--- config.mk ---
export PLATFORM = sky130hd
export DESIGN_NAME = bit_unstuff_rx
export DESIGN_NICKNAME = d
export VERILOG_FILES = /design/src/rtl/bit_unstuff_rx.sv
export SDC_FILE = /design/constraint.sdc
export NUM_CORES = 1
export LEC_CHECK = 0
export CAP_MARGIN = 0
export CELL_PAD_IN_SITES_DETAIL_PLACEMENT = 1
export CELL_PAD_IN_SITES_GLOBAL_PLACEMENT = 1
export CORE_MARGIN = 1.5
export CORE_UTILIZATION = 30
export CTS_CLUSTER_SIZE = 12
export DETAILED_ROUTE_END_ITERATION = 6
export HOLD_SLACK_MARGIN = 0.08
export PLACE_DENSITY_LB_ADDON = 0.05
export SYNTH_ARGS = -nofsm -noshare
export SYNTH_HDL_FRONTEND = slang
export SYNTH_SLANG_ARGS = --single-unit
--- constraint.sdc ---
create_clock -name clk -period 1.3 [get_ports clk]
set_input_delay 0.26 -clock clk [delete_from_list [all_inputs] [get_ports clk]]
set_output_delay 0.26 -clock clk [all_outputs]
set_load 0.005 [all_outputs]
--- src/rtl/bit_unstuff_rx.sv ---
// ---------------------------------------------------------------------------
// bit_unstuff_rx
//
// Receive-side bit unstuffer. It sits between an NRZI decoder and a packet
// receiver. It removes the stuffed zero that follows every run of six ones.
// It flags a run of seven ones as a stuffing violation. It frames each packet
// with one-cycle start/end pulses. All outputs are registered, so each output
// lags the input bit or pulse that caused it by exactly one clock.
//
// Ports
//   clk             in   receive bit clock, one serial bit per cycle
//   rst_n           in   asynchronous active-low reset
//   abort           in   synchronous receive abort; drops the packet silently
//   s_in            in   NRZI-decoded serial bit
//   start_unstuffer in   one-cycle packet-start pulse from the decoder
//   end_unstuffer   in   one-cycle packet-end pulse from the decoder
//   bit_out         out  unstuffed data bit; holds its value while bit_valid=0
//   bit_valid       out  bit_out carries a payload bit this cycle
//   start_pkt       out  one-cycle packet-start pulse to the packet receiver
//   end_pkt         out  one-cycle packet-end pulse to the packet receiver
//   stuff_err       out  one-cycle pulse on seven consecutive ones
// ---------------------------------------------------------------------------
module bit_unstuff_rx (
  input  logic clk,
  input  logic rst_n,
  input  logic abort,
  input  logic s_in,
  input  logic start_unstuffer,
  input  logic end_unstuffer,
  output logic bit_out,
  output logic bit_valid,
  output logic start_pkt,
  output logic end_pkt,
  output logic stuff_err
);

  typedef enum logic [1:0] {
    ST_IDLE   = 2'd0,
    ST_ALIGN  = 2'd1,
    ST_ACTIVE = 2'd2,
    ST_ERR    = 2'd3
  } state_t;

  // This many consecutive ones forces the next bit to be a stuffed zero.
  localparam logic [2:0] RUN_MAX = 3'd6;

  state_t     state_q,     state_d;
  logic [2:0] cnt_q,       cnt_d;
  logic       bit_out_q,   bit_out_d;
  logic       bit_valid_q, bit_valid_d;
  logic       start_pkt_q, start_pkt_d;
  logic       end_pkt_q,   end_pkt_d;
  logic       stuff_err_q, stuff_err_d;

  // Next-state, ones counter and next-output decode for the unstuffer FSM.
  always_comb begin
    // Hold state, counter and data bit by default. All pulses default low.
    state_d     = state_q;
    cnt_d       = cnt_q;
    bit_out_d   = bit_out_q;
    bit_valid_d = 1'b0;
    start_pkt_d = 1'b0;
    end_pkt_d   = 1'b0;
    stuff_err_d = 1'b0;

    if (abort) begin
      // Abort drops the packet with no end_pkt. It also beats a start
      // pulse that arrives in the same cycle.
      state_d = ST_IDLE;
      cnt_d   = 3'd0;
    end else begin
      case (state_q)
        ST_IDLE: begin
          // Clear the ones history on every visit so that packets stay
          // independent. end_unstuffer is ignored here, so start wins.
          cnt_d = 3'd0;
          if (start_unstuffer) begin
            state_d     = ST_ALIGN;
            start_pkt_d = 1'b1;
          end else begin
            state_d = ST_IDLE;
          end
        end

        ST_ALIGN: begin
          // The decoder uses this cycle to settle, so s_in is not data.
          cnt_d = 3'd0;
          if (end_unstuffer) begin
            state_d   = ST_IDLE;
            end_pkt_d = 1'b1;
          end else begin
            state_d = ST_ACTIVE;
          end
        end

        ST_ACTIVE: begin
          if (end_unstuffer) begin
            // The bit in the end cycle is part of the EOP, not payload.
            state_d   = ST_IDLE;
            cnt_d     = 3'd0;
            end_pkt_d = 1'b1;
          end else if (cnt_q < RUN_MAX) begin
            bit_valid_d = 1'b1;
            bit_out_d   = s_in;
            if (s_in) begin
              cnt_d = cnt_q + 3'd1;
            end else begin
              cnt_d = 3'd0;
            end
          end else if (!s_in) begin
            // Stuffed zero after six ones: consume it silently.
            cnt_d = 3'd0;
          end else begin
            // Seventh consecutive one: a stuffing violation.
            cnt_d       = 3'd0;
            stuff_err_d = 1'b1;
            state_d     = ST_ERR;
          end
        end

        ST_ERR: begin
          // Discard the rest of the packet until the decoder closes it.
          cnt_d = 3'd0;
          if (end_unstuffer) begin
            state_d   = ST_IDLE;
            end_pkt_d = 1'b1;
          end else begin
            state_d = ST_ERR;
          end
        end

        default: begin
          state_d = ST_IDLE;
          cnt_d   = 3'd0;
        end
      endcase
    end
  end

  // State, counter and output registers with asynchronous reset.
  always_ff @(posedge clk or negedge rst_n) begin
    if (!rst_n) begin
      state_q     <= ST_IDLE;
      cnt_q       <= 3'd0;
      bit_out_q   <= 1'b0;
      bit_valid_q <= 1'b0;
      start_pkt_q <= 1'b0;
      end_pkt_q   <= 1'b0;
      stuff_err_q <= 1'b0;
    end else begin
      state_q     <= state_d;
      cnt_q       <= cnt_d;
      bit_out_q   <= bit_out_d;
      bit_valid_q <= bit_valid_d;
      start_pkt_q <= start_pkt_d;
      end_pkt_q   <= end_pkt_d;
      stuff_err_q <= stuff_err_d;
    end
  end

  assign bit_out   = bit_out_q;
  assign bit_valid = bit_valid_q;
  assign start_pkt = start_pkt_q;
  assign end_pkt   = end_pkt_q;
  assign stuff_err = stuff_err_q;

endmodule

Word level (Yosys, flattened, before mapping)
Cells that the tools add are included.

operators by class
  multiply operators = 0
  reduce and logical (&&, ||, !) cells = 5
  mux-type cells = 28
  shift-type cells = 0
  $lt $le $gt $ge = 1
  add/sub/neg operators = 1
  div/mod/pow operators = 0
  bitwise operators = 2
  eq/ne operators = 5

operator list
  kind                   count
  $mux W1                16
  $mux W2                6
  $mux W3                4
  $ne A4 B4 Y1 const B   2
  $pmux W2 S4            1
  $pmux W3 S2            1
  $reduce_or A3 Y1       2
  $eq A2 B2 Y1 const B   2
  $reduce_and A4 Y1      1
  $add A3 B1 Y3 const B  1
  $lt A3 B3 Y1 const B   1
  $eq A2 B1 Y1 const B   1
  $logic_not A2 Y1       1
  $not A1 Y1             2
  $reduce_and A2 Y1      1

storage, ports and cells
  bits in writable memories = 0
  input bits = 6
  bits in read-only memories = 0
  memories = 0
  output and inout bits = 5
  register bits = 10
  bits in latches = 0

Longest topological paths before layout
  depth in word-level cells = 6
  gate-level depth with buffers = 3
  depth with buffers taken out = 3

Worst setup path before layout
OpenSTA, ideal clock, no wires.

  path kind = register -> register
  start point = reg state_q[0]
  end point = reg cnt_q[1]
  clock period less this slack = 1.094 ns
  setup slack = 0.206 ns
  path buffers = 0
  data arrival time = 1.028 ns
  stages on the path, launching flop included = 4
  setup time = 0.066 ns
  cells stage by stage = dfrtp_1 nor4b_4 and2_4 and3_1

on the way
  word-level cells in the longest chain between the ends = 4

ends and longest elaborated chain
  element                                     RTL line  RTL
  start, declared                             47        state_t state_q, state_d;
  start signal, assigned                      151       state_q <= state_d;
  $eq A2 B2 Y1, or another cell as far along  72        case (state_q)
  $reduce_or A3 Y1 (no line)                  -
  $pmux W3 S2 *                               72
  $mux W3 *                                   66        if (abort) begin
  named net cnt_d[1]                          48        logic [2:0] cnt_q, cnt_d;
  end signal, assigned                        152       cnt_q <= cnt_d;
  end, declared                               48

Mark *: on every way through the listed nets, which the timed path passes. The rest lies on a longest branch.
A chain may end at the register's enable or synchronous reset.

Worst setup path in the final report
Ends and elaborated chain as after synthesis.

==> results.cfg <==
[status]
status = finished clean

[power_and_ir_drop]
power.share.sequential_pct = 47.4
leakagePower_uw = 0.000288
p_int_uw = 553
switching_share_pct = 22.2
peakVddDrop_mv = 0.512
clkPwrFrac_pct = 39.8
p_comb_share_pct = 12.8
p_per_area_nw_per_um2 = 1230
p_sw_uw = 158

[yosys]
synth_edf_count = 0
synth_adder_area_share_pct = 3.19
synth_top_cell_by_area = dfrtp_1
syn_area_um2 = 392
synthXorXnorAreaFrac_pct = 2.24
synthMuxAreaShare_pct = 0
synth_compound_area_share_pct = 5.75
async_flop_share_pct = 100
synthCells = 29
syn_nets = 36
yosys.area_share.simple_pct = 24.0
synth.distinct_cells = 17
seq_area_frac_synth_pct = 63.9
synthFlopType = dfrtp_1
netlist_top_cells_count = dfrtp_1, nor2_1, nor3_1
ys_seq_elements = 10
yosysWarnings = 0
synth_top_family_by_area = simple AND/OR/NAND/NOR gates
synth_area_leaders = dfrtp_1, nor4b_4, ha_1, nor2_1, nor3_1
avgSynthCellArea_um2 = 13.5
yosys.cell_count.top_type = dfrtp_1
synth.top_cell.area_share_pct = 63.9

[global_route]
antenna_found_initial = 0
grt_pass1_wl_um = 1520
grt_overflow_total = 0
grt_max_degree = 11
grt_use_total_pct = 15.9
first_global_vias = 336

[critical_path]
path_buf_inv = 0
critPathKind = flop to flop
cp_top_family = simple AND/OR/NAND/NOR gates
worstReg2RegEnd = cnt_q[1]
crit_path_cell_trace = nor4b_4, and2_4, and3_1
endpoint = cnt_q[1]
r2r-start = state_q[0]
crit_required_ps = 1510
startpoint_type = flop
path_depth = 3
reg2reg_depth = 3
endpoint_kind = flop
cp.arrival_ps = 1410
crit_path_max_fanout = 4
crit_slowest_cell = dfrtp_1
max_stage_delay_ps = 440
r2r_setup_slack_ps = 100
critPathLaunch = state_q[0]

[final_layout]
syn_to_final_growth_pct = 47.3
utilization_pct = 49.9
nNetsFinal = 56
fill_cells = 136
design_area_um2 = 577
finalNonFillerCells = 62
drive_above_1_share_pct = 25.0
antenna_cells = 0

[timing]
report.final.hold_viol_count = 0
period_minus_slack_ps = 1200
finClkSkew_ps = 1.40
final_max_slew_viol_count = 0
fin_setup_tns_ps = 0
setup_slack_ps = 97.4
relSlewSlack_pct = 70.4
clock.fmax_mhz = 832
rsz0062_at_grt = false
worst_pin_slew_ps = 443
min_period_over_period_pct = 92.5
finalSetupViolCount = 0

[floorplanning]
die_w_um = 39.1
die_area_um2 = 1530
initial_core_util_pct = 33.9
core_um2 = 1160
boundaryPins = 11
fp.dieH_um = 39.1
rows = 12

[place]
gp_congestion = 0.780
portBuffers = 10
place_ws_ps = -180
dp.cells = 57
hpwl_um = 648
placed_area_um2 = 539

[routing]
post-route-drc-count = 0
via_per_inst = 4.92
wl_per_cell_um = 13.8
drt_iter0_drc = 0
vias = 305
detail_route.wirelength_um = 858
drtPass1Iterations = 1
final_antenna_net_count = 0

[clocking]
cts_buffers = 3
cts_tree = yes
cts-root-buf = clkbuf_4
clk_pin_slew_ps = 70
clk_latency_ps = 270
clock_path_buffers = 2
h-tree-depth = 1
clock-sinks = 10

[flow_run]
drv_cap = 0

[hold_path]
hold_class = input port to asynchronous set/reset pin
-- power by group through the flow --
stage	clock network, µW	logic (µW)	registers (µW)
final	283	90.7	337
after global routing	310	101	339
after CTS	292	92.5	336
after detailed placement	0	86.7	344
after global placement	0	85.3	342
after floorplan	0	21.3	344
-- cells in the final DEF (no fill, tap or decap), types with 2 or more instances in the layout --
cell,n
dfrtp_1,10
clkdlybuf4s50_1,5
dlygate4sd2_1,5
buf_4,5
nor2_1,3
clkbuf_4,3
nor3_1,2
-- stage by stage --
stage               hold WS (ps)  total power (µW)
global placement             420               427
finish                       301               710
CTS                          310               721
detailed placement           425               430
global route                 320               749
floorplan                  -35.6               365
-- state kept, by name, indices dropped and copies added (netlist names) --
register and count:
stuff_err 1, bit_out 1, cnt_q 3, end_pkt 1, state_q 2, bit_valid 1
start_pkt 1
-- metal layers --
layer | up-vias | wire length, µm | track usage, %
met5 | - | 0 | 0
met3 | 2 | 57 | 5.20
li1 | 143 | - | -
met2 | 11 | 435 | 25.8
met4 | 0 | 10 | 10.3
met1 | 149 | 355 | 17.6
-- cells by family (layout without fill, tap and decap cells) --
kind of cell / after synthesis / in the layout
adders and majority gates: 1 / 1
xor gates and xnor gates: 1 / 1
AOI/OAI and AO/OA: 3 / 3
DFF: 10 / 10
buffers and inverters: 1 / 20
and+or+nand+nor: 13 / 13
-- layout make-up --
cell class / instances / area (µm²) / area share, %
Multi-Input combinational cell: 18 / 138 / 23.9
Clock buffer: 4 / 36.3 / 6.29
Sequential cell: 10 / 250 / 43.4
Tap cell: 14 / 17.5 / 3.04
Inverter: 1 / 3.75 / 0.651
Timing Repair Buffer: 15 / 131 / 22.8
-- how the worst min path moves through the flow --
| stage | slack (ps) | to | cells past startpoint | startpoint |
|---|---|---|---|---|
| floorplan | -40 | bit_out | 0 | rst_n |
| global placement | 420 | cnt_q[0] | 1 | cnt_q[0] |
| detailed placement | 430 | cnt_q[0] | 1 | cnt_q[0] |
| CTS | 310 | bit_out | 1 | rst_n |
| global route | 320 | start_pkt | 1 | rst_n |
| finish | 300 | bit_out | 1 | rst_n |
-- worst reg2reg max path, cell delays in order, from the launching register on --
cell     delay (ps)
dfrtp_1         440
nor4b_4         330
and2_4          220
and3_1          160
-- repair_timing --
| item | CTS | global route |
|---|---|---|
| hold buffers | 0 | 0 |
| setup endpoints to repair | 5 | 0 |
| gates resized for setup | 5 | 0 |
| buffers inserted | 1 | 0 |
Note: power is estimated with default switching activity, not from simulation.
